===== config.mk =====
export PLATFORM = sky130hd
export DESIGN_NAME = multi_channel_signal_generator
export DESIGN_NICKNAME = d
export VERILOG_FILES = /design/src/rtl/sig_gen_pkg.sv /design/src/rtl/sig_gen_channel.sv /design/src/rtl/multi_channel_signal_generator.sv
export SDC_FILE = /design/constraint.sdc
export NUM_CORES = 2
export LEC_CHECK = 0
export CAP_MARGIN = 20
export CORE_MARGIN = 2
export CORE_UTILIZATION = 55
export CTS_CLUSTER_SIZE = 8
export DETAILED_ROUTE_END_ITERATION = 10
export GPL_TIMING_DRIVEN = 0
export HOLD_SLACK_MARGIN = 0.12
export PLACE_DENSITY_LB_ADDON = 0.2
export SLEW_MARGIN = 10
export SYNTH_ARGS = -nofsm -noshare
export SYNTH_HDL_FRONTEND = slang
export SYNTH_SLANG_ARGS = --single-unit

===== constraint.sdc =====
create_clock -name clk -period 10.1 [get_ports clk]
set_input_delay 1.01 -clock clk [delete_from_list [all_inputs] [get_ports clk]]
set_output_delay 1.01 -clock clk [all_outputs]
set_load 0.005 [all_outputs]

===== src/rtl/sig_gen_pkg.sv =====
// Shared constants, helpers and per-channel state type for the multi-channel
// signal generator.
package sig_gen_pkg;

    localparam int          AMP_W       = 16;
    localparam logic [31:0] LFSR_TAPS   = 32'h8020_0003;   // bits 31, 21, 1, 0
    localparam logic [31:0] RESET_SEED  = 32'hACE1_0001;
    localparam logic [31:0] GOLDEN_SEED = 32'h9E37_79B9;

    typedef struct packed {
        logic [31:0]      lfsr;
        logic [31:0]      counter;
        logic [AMP_W-1:0] amp;
        logic             pending;
    } chan_state_t;

    // One shift of the noise LFSR; feedback is the XOR of the tapped bits.
    function automatic logic [31:0] lfsr_next(input logic [31:0] cur);
        return {cur[30:0], ^(cur & LFSR_TAPS)};
    endfunction

    // Three-term add clamped to a ceiling; operands are far below 2^32.
    function automatic logic [31:0] sat_add(input logic [31:0] a,
                                            input logic [31:0] b,
                                            input logic [31:0] c,
                                            input logic [31:0] limit);
        logic [31:0] sum;
        sum = a + b + c;
        return (sum > limit) ? limit : sum;
    endfunction

endpackage


===== src/rtl/sig_gen_channel.sv =====
// One generator channel: LFSR noise, periodic/manual spike and exponential
// decay. The sample output is the value this channel would emit if loaded now;
// state moves on only when the arbiter strobes advance.
module sig_gen_channel
    import sig_gen_pkg::*;
#(
    parameter int                   ADC_WIDTH        = 12,
    parameter logic [ADC_WIDTH-1:0] BACKGROUND_LEVEL = 12'd2048,
    parameter int                   CH_INDEX         = 0
) (
    input  logic                 clk,
    input  logic                 rst_n,
    input  logic                 seed_load,
    input  logic [31:0]          random_seed,
    input  logic                 advance,
    input  logic                 trigger,
    input  logic [ADC_WIDTH-1:0] noise_amplitude,
    input  logic [31:0]          spike_interval,
    input  logic [ADC_WIDTH-1:0] spike_amplitude,
    input  logic [2:0]           decay_shift,
    output logic [ADC_WIDTH-1:0] sample,
    output logic                 active
);

    localparam int          PROD_W     = 2 * ADC_WIDTH;
    localparam logic [31:0] SAMPLE_MAX = (32'd1 << ADC_WIDTH) - 32'd1;

    chan_state_t            state_r;
    chan_state_t            state_next_s;
    logic                   spike_s;
    logic [ADC_WIDTH-1:0]   amp_use_s;
    logic [ADC_WIDTH-1:0]   step_s;
    logic [ADC_WIDTH-1:0]   amp_next_s;
    logic [ADC_WIDTH-1:0]   noise_s;
    logic [PROD_W-1:0]      product_s;
    logic [31:0]            seed_raw_s;
    logic [31:0]            seed_s;

    // Spike decision, noise scaling, saturated sample and decayed amplitude
    always_comb begin
        spike_s    = state_r.pending ||
                     ((spike_interval != 32'd0) && (state_r.counter >= spike_interval));
        amp_use_s  = spike_s ? spike_amplitude : ADC_WIDTH'(state_r.amp);
        product_s  = PROD_W'(state_r.lfsr[ADC_WIDTH-1:0]) * PROD_W'(noise_amplitude);
        noise_s    = product_s[PROD_W-1:ADC_WIDTH];
        sample     = ADC_WIDTH'(sat_add(32'(BACKGROUND_LEVEL), 32'(amp_use_s),
                                        32'(noise_s), SAMPLE_MAX));
        step_s     = ((amp_use_s >> decay_shift) == '0) ? ADC_WIDTH'(1)
                                                         : (amp_use_s >> decay_shift);
        if (amp_use_s == '0) begin
            amp_next_s = '0;
        end else begin
            amp_next_s = amp_use_s - step_s;
        end
        seed_raw_s = random_seed ^ (32'(CH_INDEX) * GOLDEN_SEED);
        seed_s     = (seed_raw_s == 32'd0) ? 32'd1 : seed_raw_s;
    end

    // Next channel state: advance on load, latch triggers, reseed on request
    always_comb begin
        state_next_s = state_r;
        if (advance) begin
            state_next_s.lfsr = lfsr_next(state_r.lfsr);
            state_next_s.amp  = AMP_W'(amp_next_s);
            if (spike_s) begin
                state_next_s.counter = 32'd0;
            end else if (state_r.counter != 32'hFFFF_FFFF) begin
                state_next_s.counter = state_r.counter + 32'd1;
            end else begin
                state_next_s.counter = state_r.counter;
            end
        end else begin
            state_next_s.lfsr = state_r.lfsr;
        end
        // A trigger coinciding with consumption survives for the next sample.
        state_next_s.pending = trigger || (state_r.pending && !advance);
        if (seed_load) begin
            state_next_s.lfsr = seed_s;
        end else begin
            state_next_s.lfsr = state_next_s.lfsr;
        end
    end

    // Channel state register and its registered amplitude-nonzero flag
    always_ff @(posedge clk or negedge rst_n) begin
        if (!rst_n) begin
            state_r <= '{lfsr: RESET_SEED ^ 32'(CH_INDEX), counter: 32'd0,
                         amp: {AMP_W{1'b0}}, pending: 1'b0};
            active  <= 1'b0;
        end else begin
            state_r <= state_next_s;
            active  <= (state_next_s.amp != {AMP_W{1'b0}});
        end
    end

endmodule


===== src/rtl/multi_channel_signal_generator.sv =====
// Round-robin multi-channel signal generator: N independent channels feed one
// valid/ready sample stream tagged with the channel index.
module multi_channel_signal_generator
    import sig_gen_pkg::*;
#(
    parameter int                   ADC_WIDTH        = 12,
    parameter int                   NUM_CHANNELS     = 4,
    parameter logic [ADC_WIDTH-1:0] BACKGROUND_LEVEL = 12'd2048,
    parameter int                   CH_WIDTH         = (NUM_CHANNELS > 1) ? $clog2(NUM_CHANNELS) : 1
) (
    input  logic                    clk,
    input  logic                    rst_n,
    input  logic                    enable,
    input  logic                    seed_load,
    input  logic [31:0]             random_seed,
    input  logic [ADC_WIDTH-1:0]    noise_amplitude,
    input  logic [31:0]             spike_interval,
    input  logic [ADC_WIDTH-1:0]    spike_amplitude,
    input  logic [2:0]              decay_shift,
    input  logic [NUM_CHANNELS-1:0] channel_mask,
    input  logic [NUM_CHANNELS-1:0] spike_trigger,
    output logic [ADC_WIDTH-1:0]    sample_data,
    output logic [CH_WIDTH-1:0]     sample_channel,
    output logic                    sample_valid,
    input  logic                    sample_ready,
    output logic [NUM_CHANNELS-1:0] spike_active
);

    logic [CH_WIDTH-1:0]     ptr_r;
    logic [CH_WIDTH-1:0]     sel_s;
    logic [CH_WIDTH-1:0]     cand_s;
    logic [CH_WIDTH:0]       idx_s;
    logic                    found_s;
    logic                    load_s;
    logic [NUM_CHANNELS-1:0] advance_s;
    logic [ADC_WIDTH-1:0]    ch_sample_s [NUM_CHANNELS];

    // Pick the first active channel at or after the pointer, with wrap-around
    always_comb begin
        sel_s   = '0;
        cand_s  = '0;
        idx_s   = '0;
        found_s = 1'b0;
        for (int i = 0; i < NUM_CHANNELS; i++) begin
            idx_s = {1'b0, ptr_r} + (CH_WIDTH+1)'(i);
            if (idx_s >= (CH_WIDTH+1)'(NUM_CHANNELS)) begin
                idx_s = idx_s - (CH_WIDTH+1)'(NUM_CHANNELS);
            end else begin
                idx_s = idx_s;
            end
            cand_s = CH_WIDTH'(idx_s);
            if (!found_s && channel_mask[cand_s]) begin
                found_s = 1'b1;
                sel_s   = cand_s;
            end else begin
                found_s = found_s;
            end
        end
        load_s    = enable && found_s && (!sample_valid || sample_ready);
        advance_s = '0;
        for (int c = 0; c < NUM_CHANNELS; c++) begin
            advance_s[c] = load_s && (sel_s == CH_WIDTH'(c));
        end
    end

    for (genvar g = 0; g < NUM_CHANNELS; g++) begin : g_ch
        sig_gen_channel #(
            .ADC_WIDTH        (ADC_WIDTH),
            .BACKGROUND_LEVEL (BACKGROUND_LEVEL),
            .CH_INDEX         (g)
        ) u_ch (
            .clk             (clk),
            .rst_n           (rst_n),
            .seed_load       (seed_load),
            .random_seed     (random_seed),
            .advance         (advance_s[g]),
            .trigger         (spike_trigger[g]),
            .noise_amplitude (noise_amplitude),
            .spike_interval  (spike_interval),
            .spike_amplitude (spike_amplitude),
            .decay_shift     (decay_shift),
            .sample          (ch_sample_s[g]),
            .active          (spike_active[g])
        );
    end

    // Output register and round-robin pointer; output holds under backpressure
    always_ff @(posedge clk or negedge rst_n) begin
        if (!rst_n) begin
            sample_data    <= BACKGROUND_LEVEL;
            sample_channel <= '0;
            sample_valid   <= 1'b0;
            ptr_r          <= '0;
        end else if (load_s) begin
            sample_data    <= ch_sample_s[sel_s];
            sample_channel <= sel_s;
            sample_valid   <= 1'b1;
            ptr_r          <= (sel_s == CH_WIDTH'(NUM_CHANNELS - 1)) ? '0 : sel_s + CH_WIDTH'(1);
        end else if (sample_ready) begin
            sample_valid   <= 1'b0;
        end else begin
            sample_valid   <= sample_valid;
        end
    end

endmodule

==> run summary <==
Status: finished clean
Seq/Total Area, Yosys: 0.2009
Reg clk slew, reported paths: 50 ps
Slowest cell delay on critical path: 650 ps
CP Class: input pin to flip-flop
Gpl congestion: 0.9963
Bufs and invs on worst path: 5
Critical-path top delay cell: clkdlybuf4s15_1
Critical Path RT: 10640 ps
DRC errors left: 0
Footprint of the multi-input gates: 31310 um2
Post-route ant nets: 0
# IOs: 123
Routed wire length: 133600 um
Die W: 284.3 um
Num CTS Buffers: 50
Dpl hpwl: 105800 um
Most common cell after layout, fill and taps aside: nand2_1
TNS Setup: 0 ps
Worst reg2reg setup slack: 890 ps
Distinct cells, synth: 84
Final hold violation count: 0
Via count: 37200
Htree depth: 2
WP data arrival: 10200 ps
RSZ-0062 raised after global routing: false
Clk Latency, worst-skew pair: 660 ps
FF-to-FF path depth: 31
Grt total ovfl: 0
Post-Syn Nets: 5993
Commonest non-fill, non-tap cells in the layout: nand2_1 (751), inv_1 (612), ha_1 (496)
Final net count: 6155
Tmin final: 9655 ps
Fmax: 103.6 MHz
Fin Hold WS: 303.3 ps
Syn Area/Cell: 8.660 um2
Number of global-route vias before repair: 36850
Ys Warns: 0
HP Class: input pin to asynchronous set/reset pin
Worst-margin pin slew: 1106 ps
1st-iter DRT viols: 3104
Longest Clk Path Bufs: 3
Critical path startpoint category: input pin
Die area: 80810 um2
CP dominant cell by count: fa_1
Reg2reg start: g_ch[2].u_ch.state_r[52]
Sequential cell area: 8680 um2
Layout cell share with drive strength beyond 1: 0.03496
Mapped Cells: 4989
DRT Pass-1 Iters: 5
WL per Instance: 21.48 um
Postcts setup bufs: 0
Ys flop type: dfrtp_1
Post-DR vias/cell: 5.982
GRT Total Usage: 0.3320
Finish-stage setup viols: 0
CTS Hold Bufs: 0
CTS tree: built
Final Cycle Share: 0.9560
Root Buffer: clkbuf_16
Delay-heaviest family, CP: adder cells
Max Slew Vio Count: 0
# fillers: 7041
Pin count of the biggest net entering global routing: 102
Relative slew slack: 0.2570
Synthesis-to-finish area growth: 9.122%
Initial Util: 0.5568
Post-synthesis instance area: 43210 um2
CORE AREA: 77590 um2
Port buffer count: 106
Max FO, Critical Path: 10
Setup Skew: 63.81 ps
Worst setup EP type: flip-flop
Die H: 284.3 um
Yosys reg bits: 345
FP Rows: 102
Initial antenna violation count: 5
RR Endpoint: sample_data[1]
Number of synthesized flops with an enable pin: 0
CTS Sinks: 345
First-pass GRT wire length: 209700 um
MaxCap Viol Count: 0
Async set-reset flop share out of synthesis: 1.000
==> through the flow <==
stage          worst slack, ps  instances  instance area [um2]    util
3_5_place_dp            -681.0       6139                45660  0.5884
3_3_place_gp             -7696       6135                45570  0.5873
6_report                 444.6       6219                47150  0.6076
5_1_grt                  3.790       6218                47140  0.6076
2_1_floorplan             1524       4989                43210       -
4_1_cts                  251.7       6218                47120  0.6072
==> synth_stat cells (7+ instances only) <==
library cell  number  share of area
nand2_1          751          0.065
inv_1            612          0.053
ha_1             496           0.14
fa_1             404           0.19
dfrtp_1          308           0.18
nor2_1           305          0.026
and2_1           248          0.036
clkbuf_1         209          0.018
a21oi_1          192          0.022
o21ai_0          167          0.019
mux2i_1          143          0.033
xnor2_1          132          0.027
xor2_1            95          0.019
nand3_1           78         0.0090
a31oi_1           73          0.011
nor3_1            69         0.0080
nand4_1           55         0.0080
a21o_1            48         0.0083
and3_1            46         0.0067
a21boi_0          39         0.0068
dfstp_2           37          0.023
nor4_1            37         0.0054
o21bai_1          33         0.0057
or3_1             30         0.0043
a22o_1            28         0.0057
a211oi_1          24         0.0042
o21a_1            24         0.0042
o31ai_1           23         0.0040
nor2b_1           22         0.0032
mux2_2            20         0.0052
nand2b_1          18         0.0026
mux4_2            16         0.0083
buf_1             14         0.0012
o221ai_1          13         0.0026
and4_1            12         0.0024
o211ai_1          10         0.0017
or2_2             10         0.0014
a211o_1            9         0.0018
o21ai_1            9         0.0010
o41ai_1            9         0.0018
a2111oi_0          7         0.0014
nand4b_1           7         0.0014
o211a_1            7         0.0016
==> worst max-delay path by stage <==
stage / endpoint / cells past startpoint / start / slack (ps)
after global placement: g_ch[3].u_ch.state_r[61] / 1 / rst_n / -7700
after CTS: sample_data[6] / 34 / noise_amplitude[1] / 250
after floorplan: sample_data[8] / 34 / noise_amplitude[11] / 1520
final: sample_data[1] / 31 / noise_amplitude[9] / 440
after global routing: sample_data[2] / 34 / noise_amplitude[1] / 4
after detailed placement: sample_data[6] / 34 / noise_amplitude[1] / -680
==> cell families (layout without fill, tap and decap cells) <==
kind of cell               Yosys count  count (layout)  synth area share
adders and majority gates          900             900            0.3308
xor gates and xnor gates           227             227           0.04602
muxes                              181             181           0.04746
and+or+nand+nor                   1712            1712            0.1845
buffers and inverters              850            1039           0.07472
AOI/OAI and AO/OA                  774             774            0.1156
DFF                                345             345            0.2009
other                                0               1                 0
==> per-layer routing <==
layer	up-vias	GRT usage	part of all wire
met5	-	0	0.000090
met4	2	0.1436	0.047
met3	337	0.06413	0.096
met2	1621	0.5021	0.43
met1	18330	0.4647	0.42
li1	16910	-	-
==> flip-flops by register name, summed over array words and instances (netlist names) <==
| register | flops |
|---|---|
| g_ch.u_ch.active | 4 |
| g_ch.u_ch.state_r | 324 |
| ptr_r | 2 |
| sample_channel | 2 |
| sample_data | 12 |
| sample_valid | 1 |
==> what timing repair did <==
item / CTS / global route
setup endpoints to repair: 8 / 12
endpoints found under the hold margin: 0 / 0
cloned: 0 / 0
gates resized for setup: 1 / 23
==> final cells by class <==
class | instances | area share
inverter | 615 | 0.04896
tap | 1040 | 0.02760
clock buffer | 74 | 0.02866
antenna | 1 | 0.00005308
clock inverter | 5 | 0.002203
sequential | 345 | 0.1841
timing repair buffer | 110 | 0.02447
multi-input combinational | 3794 | 0.6641
buffer | 235 | 0.01988
Power is left out: the tool's default activity adds up to more than one toggle a clock period on the data nets, which glitch-free logic cannot reach.
==> RTL edit: new RTL, same settings <==
Make the reset (`rst_n`) synchronous in 2 clocked blocks.
--- a/src/rtl/sig_gen_channel.sv
+++ b/src/rtl/sig_gen_channel.sv
@@ -82,7 +82,7 @@
     end
 
     // Channel state register and its registered amplitude-nonzero flag
-    always_ff @(posedge clk or negedge rst_n) begin
+    always_ff @(posedge clk) begin
         if (!rst_n) begin
             state_r <= '{lfsr: RESET_SEED ^ 32'(CH_INDEX), counter: 32'd0,
                          amp: {AMP_W{1'b0}}, pending: 1'b0};
--- a/src/rtl/multi_channel_signal_generator.sv
+++ b/src/rtl/multi_channel_signal_generator.sv
@@ -85,7 +85,7 @@
     end
 
     // Output register and round-robin pointer; output holds under backpressure
-    always_ff @(posedge clk or negedge rst_n) begin
+    always_ff @(posedge clk) begin
         if (!rst_n) begin
             sample_data    <= BACKGROUND_LEVEL;
             sample_channel <= '0;
Behaviour: not the same (a bounded check fails within 4 cycles, from zero or initial values and one cycle with rst_n low; the reset may be asserted at any time).
==> RTL edit against the unedited design <==
- area after synthesis shrank 3.0%
- cell count up 2.0%
- wire length is 5.1% higher
- critical path depth is 2 lower
- die area is 2.9% lower
- worst setup slack got worse by 140 ps
- sequential cell count did not move
- worst hold slack improved by 160 ps
- via count rose by 3.0%
- cell area decreased by 3.0%
- sequential share of layout area decreased by 3.3 points
==> RTL edit: results (changes against the unedited design) <==
metric	value	unit	change
IO Port Bufs	106		unchanged
first-pass GRT wire length	215400	microns	+2.7%
hold path endpoint	g_ch[1].u_ch.state_r[74]		
outcome	finished, final reports clean		
R2R depth	28		-9.7%
CTS clk-pin slew, worst paths	60	ps	
WL/cell	22.13	microns	+3.0%
Yosys cell types	85		+1.2%
layout net count	6358		+3.3%
Cell Area, Placed	0.04424	sq mm	-3.1%
CP peak stage delay	770	ps	+120 ps
WHS Path Cells	2		
Worst Setup SP	noise_amplitude[11]		
largest net degree at the start of global routing	15		-85%
FF-to-FF End	sample_data[4]		
biggest regs	g_ch.u_ch.state_r x324, sample_data x12, g_ch.u_ch.active x4		
TritonCTS clock tree	done		
hold wc startpoint	g_ch[1].u_ch.state_r[73]		
top post-synthesis cells by count	nand2_1, inv_1, ha_1		
arrival time worst endpoint	10320	ps	+120 ps
Slew HR	0.1495		-0.1075
TritonRoute pass-1 iters	8		+3
vias	38300		+3.0%
Yosys warning total	0		unchanged
Syn Nets	6195		+3.4%
share of cells above drive strength 1	0.02985		-0.005110
DP Worst Slack	-771.5	ps	-90.45 ps
ys flop type	dfxtp_1		
maximum vdd drop	158.4	uV	
launch point of the worst reg-to-reg path	g_ch[0].u_ch.state_r[50]		
Placer Congestion	1.021		+2.4%
DRT iter0 DRCs	4163		+34%
top cells by area, synth	fa_1, dfxtp_1, ha_1, nand2_1, inv_1		
post-synthesis async set-or-reset flop share	0		-1.000
H-Tree Depth	2		unchanged
hold crit path type	flop to flop		
gr usage total	0.3579		+0.02592
worst skew pair latency	620	ps	-40 ps
Max Clock Skew	46.30	ps	-17.52 ps
clock buffer depth	3		unchanged
number of post-CTS setup repair buffers	0		unchanged
reg-to-reg slack, setup	540	ps	-350 ps
vias in the first global route	36330		-1.4%
detailed placement HPWL	112800	microns	+6.6%
initial antenna violation count	6		+1
Seq/Total Area, Yosys	0.1648		-0.03612
slowest cell on the critical path	a21boi_0		
RTL edit: cell types whose count changed after synthesis, moves of 16 or more:
cell	before	now
clkbuf_1	209	227
and3_1	46	71
nor2_1	305	336
a22o_1	28	2
a21oi_1	192	220
mux2i_1	143	81
dfstp_2	37	0
dfxtp_1	0	345
a31oi_1	73	89
o22ai_1	4	21
a21boi_0	39	14
dfrtp_1	308	0
nand2_1	751	864
RTL edit: routing by layer:
layer / global-route usage / share of wire
met1: 0.5030 / 0.42
met2: 0.5279 / 0.42
met5: 0 / 0.00017
met3: 0.08144 / 0.11
met4: 0.1510 / 0.050
RTL edit: worst max-delay path by stage:
| stage | endpoint | slack, ps | cells past startpoint |
|---|---|---|---|
| global route | sample_data[8] | 10 | 33 |
| global placement | sample_data[8] | -800 | 34 |
| detailed placement | sample_data[9] | -770 | 34 |
| floorplan | sample_data[3] | 1570 | 34 |
| CTS | sample_data[9] | 140 | 34 |
| finish | sample_data[4] | 310 | 29 |
RTL edit: through the flow:
step                      std cells  hold WS (ps)  setup TNS (ps)  power, mW
after floorplan                5191         440.8               0      4.996
after detailed placement       6279         465.9           -6283      6.493
after global routing           6342         491.8               0      8.839
after global placement         6275         459.7           -6451      6.422
final                          6343         463.7               0      8.197
after CTS                      6338         455.0               0      8.091
RTL edit: timing repair:
item / CTS / global route
endpoints found under the hold margin: 0 / 0
hold buffers: 0 / 0
endpoints found under the setup margin: 5 / 12
gates resized for setup: 1 / 34
RTL edit: area by class of cell:
class / instances / area (sq um)
Fill cell: 6928 / 29990
Clock buffer: 53 / 1282
Inverter: 612 / 2297
Clock inverter: 6 / 102.6
Antenna cell: 4 / 10.01
Buffer: 251 / 980.9
Timing Repair Buffer: 111 / 1094
Sequential cell: 345 / 6907
Multi-Input combinational cell: 3983 / 31810
Tap cell: 978 / 1224
RTL edit: critical path, delay by kind of cell:
kind,cells,cell delay [ps]
simple gates,4,540
compound gates,12,3970
buf+inv,5,1070
fa+ha+maj,8,3710
RTL edit: logic make-up (layout without fill, tap and decap cells):
group / count (synthesis) / in the layout / share of synthesized area
flops: 345 / 345 / 0.1648
xor+xnor: 223 / 223 / 0.04660
simple gates: 1955 / 1955 / 0.2182
fa+ha+maj: 900 / 900 / 0.3410
compound gates: 789 / 789 / 0.1200
mux: 116 / 116 / 0.03170
other cells: 0 / 4 / 0
buf+inv: 863 / 1033 / 0.07779
RTL edit: power by group:
group          switching (mW)  internal, mW  leakage, nW  total [mW]
registers               0.111          1.45         2.82        1.56
clock network           0.653         0.916        0.679        1.57
logic                    3.07          2.00         18.2        5.07
